[src/rtl/expslot_multi_if.sv]
// Cartridge-side bus bundle for the expanded-slot controller: strobes, address/data,
// per-slot selects and the decoded subslot outputs.
interface expslot_multi_if #(
  parameter int unsigned NUM_SLOTS = 2
);
  logic                   enable;
  logic [15:0]            addr;
  logic [7:0]             cdin;
  logic [7:0]             cdout;
  logic                   busreq;
  logic [NUM_SLOTS-1:0]   sltsl_n;
  logic                   rd_n;
  logic                   wr_n;
  logic [4*NUM_SLOTS-1:0] slotsel;
  logic [8*NUM_SLOTS-1:0] subreg;

  modport master (
    output enable, addr, cdin, sltsl_n, rd_n, wr_n,
    input  cdout, busreq, slotsel, subreg
  );

  modport slave (
    input  enable, addr, cdin, sltsl_n, rd_n, wr_n,
    output cdout, busreq, slotsel, subreg
  );
endinterface

[src/rtl/expslot_multi.sv]
// MSX expanded-slot controller for up to four primary slots: secondary-slot registers at
// FFFFh with timed readback, and page-to-subslot one-hot decode per slot.
module expslot_multi #(
  parameter int unsigned NUM_SLOTS     = 2,
  parameter logic [3:0]  EXPANDED_MASK = 4'b1111,
  parameter int unsigned HOLD_CYCLES   = 2,
  parameter bit          INVERT_READ   = 1'b1
) (
  input logic            clk,
  input logic            reset_n,
  expslot_multi_if.slave bus
);

  localparam int unsigned CntW = (HOLD_CYCLES > 1) ? $clog2(HOLD_CYCLES) : 1;
  localparam int unsigned KW   = (NUM_SLOTS > 1) ? $clog2(NUM_SLOTS) : 1;

  typedef enum logic [1:0] {StIdle, StWrHold, StRdDrive, StRdWait} state_e;

  state_e          state_q, state_d;
  logic [CntW-1:0] cnt_q, cnt_d;
  logic [KW-1:0]   slot_q, slot_d;
  logic [7:0]      subreg_q [NUM_SLOTS];
  logic [7:0]      subreg_d [NUM_SLOTS];
  logic [7:0]      cdout_q, cdout_d;
  logic            busreq_q, busreq_d;

  logic          act_found;
  logic [KW-1:0] act_slot;
  logic          is_ffff;
  logic          qual;
  logic          wr_release;
  logic          rd_release;

  // Lowest-numbered selected slot wins.
  always_comb begin
    act_found = 1'b0;
    act_slot  = '0;
    for (int i = int'(NUM_SLOTS) - 1; i >= 0; i--) begin
      if (!bus.sltsl_n[i]) begin
        act_found = 1'b1;
        act_slot  = KW'(i);
      end
    end
  end

  assign is_ffff    = (bus.addr == 16'hFFFF);
  assign qual       = bus.enable && is_ffff && act_found && EXPANDED_MASK[act_slot];
  assign wr_release = bus.enable && ((bus.wr_n && bus.rd_n) || bus.sltsl_n[slot_q]);
  assign rd_release = bus.enable && (bus.rd_n || bus.sltsl_n[slot_q]);

  always_comb begin
    state_d  = state_q;
    cnt_d    = cnt_q;
    slot_d   = slot_q;
    cdout_d  = cdout_q;
    busreq_d = busreq_q;
    subreg_d = subreg_q;
    unique case (state_q)
      StIdle: begin
        if (qual) begin
          slot_d = act_slot;
          if (!bus.wr_n) begin
            subreg_d[act_slot] = bus.cdin;
            state_d            = StWrHold;
          end else if (!bus.rd_n) begin
            cdout_d  = INVERT_READ ? ~subreg_q[act_slot] : subreg_q[act_slot];
            busreq_d = 1'b1;
            cnt_d    = CntW'(HOLD_CYCLES - 1);
            state_d  = StRdDrive;
          end
        end
      end
      StWrHold: begin
        if (wr_release) state_d = StIdle;
      end
      StRdDrive: begin
        // Hold time runs on clk alone; once expired, a released strobe ends the read at once.
        if (cnt_q != '0) begin
          cnt_d = cnt_q - 1'b1;
        end else if (rd_release) begin
          busreq_d = 1'b0;
          state_d  = StIdle;
        end else begin
          state_d = StRdWait;
        end
      end
      StRdWait: begin
        if (rd_release) begin
          busreq_d = 1'b0;
          state_d  = StIdle;
        end
      end
      default: state_d = StIdle;
    endcase
  end

  always_ff @(posedge clk or negedge reset_n) begin
    if (!reset_n) begin
      state_q  <= StIdle;
      cnt_q    <= '0;
      slot_q   <= '0;
      cdout_q  <= '0;
      busreq_q <= 1'b0;
      for (int i = 0; i < int'(NUM_SLOTS); i++) subreg_q[i] <= '0;
    end else begin
      state_q  <= state_d;
      cnt_q    <= cnt_d;
      slot_q   <= slot_d;
      cdout_q  <= cdout_d;
      busreq_q <= busreq_d;
      subreg_q <= subreg_d;
    end
  end

  always_comb begin
    logic [1:0] sub;
    logic [3:0] onehot;
    bus.slotsel = '0;
    bus.subreg  = '0;
    for (int i = 0; i < int'(NUM_SLOTS); i++) begin
      bus.subreg[8*i +: 8] = subreg_q[i];
      unique case (bus.addr[15:14])
        2'd0:    sub = subreg_q[i][1:0];
        2'd1:    sub = subreg_q[i][3:2];
        2'd2:    sub = subreg_q[i][5:4];
        default: sub = subreg_q[i][7:6];
      endcase
      onehot = 4'b0001 << sub;
      if (act_found && (act_slot == KW'(i))) begin
        if (!EXPANDED_MASK[i]) begin
          bus.slotsel[4*i] = 1'b1;
        end else if (!is_ffff) begin
          bus.slotsel[4*i +: 4] = onehot;
        end
      end
    end
  end

  assign bus.cdout  = cdout_q;
  assign bus.busreq = busreq_q;

endmodule
[src/flat_wrapper.sv]
// flat-port wrapper written by rule: the top's interface ports become plain ports
module expslot_multi_flat 
#(
  parameter int unsigned NUM_SLOTS     = 2,
  parameter logic [3:0]  EXPANDED_MASK = 4'b1111,
  parameter int unsigned HOLD_CYCLES   = 2,
  parameter bit          INVERT_READ   = 1'b1
)
  (clk, reset_n, bus_enable, bus_addr, bus_cdin, bus_sltsl_n, bus_rd_n, bus_wr_n, bus_cdout, bus_busreq, bus_slotsel, bus_subreg);
  expslot_multi_if #(.NUM_SLOTS(NUM_SLOTS)) bus_i ();
  input logic clk;
  input logic reset_n;
  input wire logic [$bits(bus_i.enable)-1:0] bus_enable;
  input wire logic [$bits(bus_i.addr)-1:0] bus_addr;
  input wire logic [$bits(bus_i.cdin)-1:0] bus_cdin;
  input wire logic [$bits(bus_i.sltsl_n)-1:0] bus_sltsl_n;
  input wire logic [$bits(bus_i.rd_n)-1:0] bus_rd_n;
  input wire logic [$bits(bus_i.wr_n)-1:0] bus_wr_n;
  output wire logic [$bits(bus_i.cdout)-1:0] bus_cdout;
  output wire logic [$bits(bus_i.busreq)-1:0] bus_busreq;
  output wire logic [$bits(bus_i.slotsel)-1:0] bus_slotsel;
  output wire logic [$bits(bus_i.subreg)-1:0] bus_subreg;
  assign bus_i.enable = bus_enable;
  assign bus_i.addr = bus_addr;
  assign bus_i.cdin = bus_cdin;
  assign bus_i.sltsl_n = bus_sltsl_n;
  assign bus_i.rd_n = bus_rd_n;
  assign bus_i.wr_n = bus_wr_n;
  assign bus_cdout = bus_i.cdout;
  assign bus_busreq = bus_i.busreq;
  assign bus_slotsel = bus_i.slotsel;
  assign bus_subreg = bus_i.subreg;
  expslot_multi #(.NUM_SLOTS(NUM_SLOTS), .EXPANDED_MASK(EXPANDED_MASK), .HOLD_CYCLES(HOLD_CYCLES), .INVERT_READ(INVERT_READ)) u_core (.clk(clk), .reset_n(reset_n), .bus(bus_i));
endmodule
[config.mk]
export PLATFORM = sky130hd
export DESIGN_NAME = expslot_multi_flat
export DESIGN_NICKNAME = d
export VERILOG_FILES = /design/src/rtl/expslot_multi_if.sv /design/src/rtl/expslot_multi.sv /design/src/flat_wrapper.sv
export SDC_FILE = /design/constraint.sdc
export NUM_CORES = 1
export LEC_CHECK = 0
export CAP_MARGIN = 20
export CORE_ASPECT_RATIO = 0.9
export CORE_UTILIZATION = 40
export CTS_BUF_LIST = sky130_fd_sc_hd__clkbuf_2 sky130_fd_sc_hd__clkbuf_4 sky130_fd_sc_hd__clkbuf_8
export CTS_CLUSTER_SIZE = 24
export DETAILED_ROUTE_END_ITERATION = 16
export PLACE_DENSITY_LB_ADDON = 0.12
export SLEW_MARGIN = 5
export SYNTH_ARGS = -nofsm -noshare
export SYNTH_HDL_FRONTEND = slang
export SYNTH_SLANG_ARGS = --single-unit
[constraint.sdc]
create_clock -name clk -period 1.95 [get_ports clk]
set_clock_uncertainty 0.2 [all_clocks]
set_input_delay 0.2925 -clock clk [delete_from_list [all_inputs] [get_ports clk]]
set_output_delay 0.2925 -clock clk [all_outputs]
set_load 0.05 [all_outputs]
==> flow_summary.yaml, run 1 <==
finish:
  multi_input_area_um2: 918
  antenna_cells: 0
  fin_nets: 261
  synthToLayoutAreaGrowth_pct: 78.0
  drive_above_1_share_pct: 72.7
  fill_cells: 249
  final-seq-area_um2: 746
floorplanning:
  fp.dieW_um: 68.0
  num_rows: 21
  core_area_mm2: 0.00373
  ios: 64
  die_area_mm2: 0.00417
  initial_utilization_pct: 42.0
  die_y_um: 61.4
worst_hold_path:
  worstHoldPathType: "in -> async"
logic_synthesis:
  ys_ff_latch: 29
  avgSynthCellArea_um2: 13.3
  synth-seq-area-share_pct: 46.3
  synthCells: 118
  syn_nets: 149
  synth_area_mm2: 0.00157
  synth_cell_types: 33
  yosys_warnings: 0
clocking:
  ctsLongestPathBuffers: 2
  cts-hold-fix-buffers: 0
  cts_buffers: 5
  clock-sinks: 29
  insertion_delay_ps: 300
  htreeDepth: 2
  clk_pin_slew_ps: 70
  cts_tree: "yes"
  cts-root-buf: "clkbuf_8"
power_and_ir_drop:
  power_frac_seq_pct: 41.9
  power_leakage_nw: 1.35
  power.total_mw: 1.44
  swShare_pct: 23.5
  p_sw_uw: 337
  p_comb_share_pct: 10.5
  power.internal_mw: 1.10
  p_per_area_mw_per_mm2: 514
  irDropWorstVdd_mv: 0.398
  clockPowerShare_pct: 47.6
critical_path:
  cp_data_required_time_ps: 1460
  arrival_ps: 1770
  worstSetupPathType: "reg -> out"
  cp-start-kind: "register"
  path_buf_inv: 1
  crit_path_end_kind: "output port"
  crit_slowest_cell: "mux4_2"
  path_cells: "mux4_2, nor4b_4, buf_6"
  cp_top_family: "multiplexers"
  slowest_delay_ps: 570
  crit_fanout: 4
placed_design:
  hpwl_um: 3600
  port_buffers: 63
  post-place-ws_ps: -816
  routabilityCongestion: 0.838
grt:
  grt_pass1_wl_um: 7380
  grt_use_total_pct: 25.8
  antenna_found_initial: 0
  grt_max_degree: 30
  grt.overflow.total: 0
  grt_pass1_vias: 1510
timing:
  hold_viol_final: 0
  setup_slack_ps: -316
  worst_pin_slew_ps: 382
  setup_viol: 33
  period_needed_ps: 2270
  fmax_ghz: 0.441
  rsz0062_at_grt: "true"
  tns_ps: -4140
  slew_headroom_pct: 74.5
  min_period_over_period_pct: 116
  slew_violations: 0
status:
  violations: "negative setup slack"
  outcome: "complete, but fails checks"
route:
  drt-initial-drc-count: 94
  wl_met1_um: 2000
  vias: 1470
  drc_errors: 0
  dr_wl_met3_um: 407
  wl_per_cell_um: 17.8
  maxUsedRoutingLayer: "met4"
  wl_um: 4940
  dr.pass1.iters: 4
  met2_length_um: 2420
  ant_nets: 0
  via_per_inst: 5.31
run:
  maxCapViolCount: 0
==> cell families after synthesis <==
kind of cell	share of synthesized area [%]
compound gates	4.63
buf+inv	3.19
flops	46.3
mux	32.4
simple gates	13.5
==> registers in the layout, indices dropped and copies added, names as in the netlist <==
name / count
u_core.bus.busreq: 1
u_core.cnt_q: 1
u_core.bus.cdout: 8
u_core.bus.subreg: 16
u_core.slot_q: 1
u_core.state_q: 2
==> synthesized netlist by cell type <==
master,n,share of area (%)
mux4_1,4,6.7
buf_6,1,0.72
dfrtp_1,29,46
and3_1,1,0.40
a21oi_1,2,0.64
nand3_1,2,0.64
or4_4,1,0.72
buf_2,1,0.32
nor4_4,1,1.4
o31ai_1,1,0.48
nor3b_1,2,0.96
mux2i_1,8,5.1
nor2b_1,1,0.40
o21ai_0,2,0.64
a31oi_1,1,0.40
nand2b_1,1,0.40
buf_4,2,0.96
or4_1,1,0.48
mux2_4,8,7.7
and4_1,1,0.56
or3_1,2,0.80
o211ai_1,2,0.96
o21a_1,2,0.96
clkbuf_1,3,0.72
mux2_2,18,13
o221ai_1,1,0.56
inv_1,2,0.48
nand4_1,4,1.6
nand2_1,5,1.2
nor2_1,2,0.48
nor4_1,3,1.2
nor4b_1,3,1.7
and4b_1,1,0.64
==> cell type report <==
type / count / area share [%]
clock buffers: 6 / 2.96
multi-input cells: 80 / 32.9
clock inverters: 2 / 1.35
flip-flops and latches: 29 / 26.7
repair buffers: 112 / 33.7
inverters: 2 / 0.269
well taps: 46 / 2.06
==> worst register-to-register path, cell delays in order (launching register included) <==
cell	delay, ps
dfrtp_1	420
nor3b_1	230
nand3_1	130
or3_4	400
buf_6	150
mux2_2	270
==> per-stage QoR <==
stage / utilization, % / instance area, µm² / cells / hold slack, ps
floorplan: - / 1670 / 118 / -203
detailed placement: 68.1 / 2540 / 260 / 295
CTS: 73.2 / 2730 / 276 / 198
finish: 74.8 / 2790 / 277 / 176
global route: 74.8 / 2790 / 277 / 217
global placement: 68.1 / 2540 / 260 / 292
==> routing by layer <==
| layer | GRT usage [%] | vias to the layer above |
|---|---|---|
| met1 | 30.4 | 700 |
| met2 | 43.0 | 78 |
| met5 | 0 | - |
| met3 | 9.07 | 14 |
| met4 | 11.0 | 0 |
| li1 | - | 678 |
==> path summary, 6_finish.rpt <==
check | from | end | slack [ps] | cells past startpoint
setup / recovery | u_core.bus.subreg[14]$_DFFE_PN0P_ | bus_slotsel[6] | -320 | 3
hold / removal | reset_n | u_core.state_q[0]$_DFFE_PN0P_ | 180 | 2
setup reg to reg | u_core.state_q[0]$_DFFE_PN0P_ | u_core.bus.cdout[5]$_DFFE_PN0P_ | 30 | 5
hold reg to reg | u_core.bus.cdout[0]$_DFFE_PN0P_ | u_core.bus.cdout[0]$_DFFE_PN0P_ | 320 | 1
max in group asynchronous | reset_n | u_core.bus.subreg[9]$_DFFE_PN0P_ | 1060 | 2
min in group clk | u_core.bus.cdout[0]$_DFFE_PN0P_ | u_core.bus.cdout[0]$_DFFE_PN0P_ | 320 | 1
==> what timing repair did <==
action,4_1_cts,5_1_grt
cloned,0,0
pin swaps,13,3
resized for setup,75,11
setup endpoints to repair,37,35
buffers inserted,8,1
==> cells in the final DEF (no fill, tap or decap), types with 6 or more instances in the layout <==
| cell type | n |
|---|---|
| buf_6 | 18 |
| clkdlybuf4s50_1 | 12 |
| dfrtp_1 | 13 |
| dfrtp_2 | 16 |
| buf_4 | 66 |
| mux2i_1 | 8 |
| mux2_2 | 9 |
| buf_2 | 11 |
| mux2_4 | 17 |
| clkbuf_8 | 6 |
==> power by group through the flow <==
stage	clock [mW]	sequential (mW)	combinational [mW]
floorplan	0	0.613	0.0436
global placement	0	0.613	0.149
detailed placement	0	0.613	0.154
CTS	0.693	0.601	0.148
global route	0.717	0.601	0.162
finish	0.684	0.601	0.150
Power figures use the tool's default switching activity.
==> inputs of run 2 (changes only) <==
--- a/config.mk
+++ b/config.mk
@@ -11,6 +11,7 @@
 export CTS_BUF_LIST = sky130_fd_sc_hd__clkbuf_2 sky130_fd_sc_hd__clkbuf_4 sky130_fd_sc_hd__clkbuf_8
 export CTS_CLUSTER_SIZE = 24
 export DETAILED_ROUTE_END_ITERATION = 16
+export GPL_TIMING_DRIVEN = 0
 export PLACE_DENSITY_LB_ADDON = 0.12
 export SLEW_MARGIN = 5
 export SYNTH_ARGS = -nofsm -noshare
==> run 2 against run 1 <==
  * The flow still finishes with violations (negative setup slack)
  * Largest cell class unchanged
  * Cell area grew 0.22%
  * Hold slack better by 86 ps
  * Count of clock-buffer cells in the layout did not move
  * Sequential share of layout area decreased by 0.060 points
  * Sequential cell count unchanged
  * Highest routed layer unchanged
==> flow_summary.yaml, run 2 (synthesis gave the netlist of run 1 again) <==
status:
  outcome: "complete, but fails checks"
  violations: "negative setup slack"
timing:
  slew_headroom_pct: 47.7
  hold_viol_final: 0
  min_period_over_period_pct: 115
  fmax_ghz: 0.444
  rsz0062_at_grt: "true"
  period_needed_ps: 2250
  setup_viol: 32
  worst_pin_slew_ps: 781
  setup_slack_ps: -301
  slew_violations: 0
route:
  wl_um: 4650
  vias: 1418
  drt-initial-drc-count: 66
  ant_nets: 0
  via_per_inst: 5.35
  dr.pass1.iters: 6
  drc_errors: 0
  wl_per_cell_um: 17.6
placed_design:
  port_buffers: 61
  post-place-ws_ps: -1220
  placed_cell_area_mm2: 0.00237
  dpl.cell_count: 226
  routabilityCongestion: 0.726
  hpwl_um: 2910
critical_path:
  path_cells: "mux4_2, nor4b_2, buf_4"
  rrSetupSlack_ps: -140
  cp-start-kind: "register"
  crit_cells: 3
  crit_path_end_kind: "output port"
  cp_data_required_time_ps: 1460
  crit_slowest_cell: "mux4_2"
  r2r-start: "u_core.state_q[1]$_DFFE_PN0P_"
  slowest_delay_ps: 540
  arrival_ps: 1760
  crit_start: "u_core.bus.subreg[5]$_DFFE_PN0P_"
  cp_top_family: "multiplexers"
  crit_fanout: 4
  reg2reg_to: "u_core.bus.subreg[11]$_DFFE_PN0P_"
  worst_setup_path_endpoint: "bus_slotsel[1]"
  worstSetupPathType: "reg -> out"
  path_buf_inv: 1
  r2r_cells: 5
grt:
  grt_use_total_pct: 22.7
  grt_max_degree: 16
  antenna_found_initial: 0
  grt.overflow.total: 0
  grt_pass1_wl_um: 6570
  grt_pass1_vias: 1371
floorplanning:
  core_area_mm2: 0.00373
  die_y_um: 61.4
  fp.dieW_um: 68.0
  num_rows: 21
  initial_utilization_pct: 42.0
  die_area_mm2: 0.00417
  ios: 64
clocking:
  cts_tree: "yes"
  insertion_delay_ps: 280
  clk_pin_slew_ps: 70
  cts_buffers: 5
  clock-sinks: 29
  cts-root-buf: "clkbuf_8"
  htreeDepth: 2
  ctsLongestPathBuffers: 2
worst_hold_path:
  worstHoldPathType: "in -> async"
power_and_ir_drop:
  power.total_mw: 1.38
  irDropWorstVdd_mv: 0.391
  p_per_area_mw_per_mm2: 492
  power_leakage_nw: 1.49
finish:
  fill_cells: 252
  drive_above_1_share_pct: 59.8
  layout_commonest_cell: "buf_4"
  fin_area_mm2: 0.00280
  final_cells: 265
  utilization_pct: 74.9
  antenna_cells: 0
  most-common-layout-cells: "buf_4 (29), dlygate4sd2_1 (18), mux2_4 (17)"
  fin_nets: 249
  synthToLayoutAreaGrowth_pct: 78.4
  largest_reg_flops: 16
run:
  maxCapViolCount: 0
-- run 2: changes by cell type in the layout (fill, tap and decap cells not counted), sizes merged --
cell           delta
clkdlybuf4s15     -1
clkdlybuf4s50     +1
clkbuf            +1
dlygate4sd2      +16
clkinvlp          -1
buf              -36
clkinv            +1
dlymetal6s2s      +7
-- run 2: stage by stage --
step	setup TNS (ps)	hold WS, ps
2_1_floorplan	-8860	-203
3_3_place_gp	-39750	288
3_5_place_dp	-35770	297
4_1_cts	-4810	290
5_1_grt	-6230	320
6_report	-5240	261
-- run 2: what timing repair did --
item,CTS,global route
hold buffers,0,0
endpoints found under the hold margin,0,0
gates resized for setup,140,19
gates cloned,1,0
pin swaps,15,6
buffers inserted,25,8
setup endpoints to repair,54,43
-- run 2: how the worst min path moves through the flow --
stage	startpoint	endpoint	slack, ps	depth (start not counted)
CTS	reset_n	u_core.bus.subreg[13]$_DFFE_PN0P_	290	1
global route	reset_n	u_core.bus.subreg[13]$_DFFE_PN0P_	320	1
finish	reset_n	u_core.bus.subreg[13]$_DFFE_PN0P_	260	1
floorplan	reset_n	u_core.bus.busreq$_DFFE_PN0P_	-200	0
global placement	u_core.bus.cdout[5]$_DFFE_PN0P_	u_core.bus.cdout[5]$_DFFE_PN0P_	290	1
detailed placement	u_core.bus.cdout[2]$_DFFE_PN0P_	u_core.bus.cdout[2]$_DFFE_PN0P_	300	1
-- run 2: metal layers --
| layer | global-route usage (%) | share of wire, % |
|---|---|---|
| met5 | 0 | 0 |
| met2 | 36.8 | 49 |
| met4 | 12.8 | 3.7 |
| met3 | 6.11 | 6.6 |
| met1 | 27.4 | 40 |
-- run 2: power breakdown --
group | internal (mW) | switching [mW] | leakage, nW
clock | 0.392 | 0.234 | 0.0586
sequential | 0.602 | 0.0000336 | 0.379
combinational | 0.0797 | 0.0683 | 1.05
total | 1.07 | 0.302 | 1.49
-- run 2: layout make-up --
type,count,area [µm²],area share (%)
repair buffers,95,890,31.8
clock inverters,2,35.0,1.25
inverters,2,7.51,0.268
clock buffers,6,76.3,2.73
well taps,46,57.6,2.06
plain buffers,5,67.6,2.42
multi-input cells,80,917,32.8
flip-flops and latches,29,746,26.7
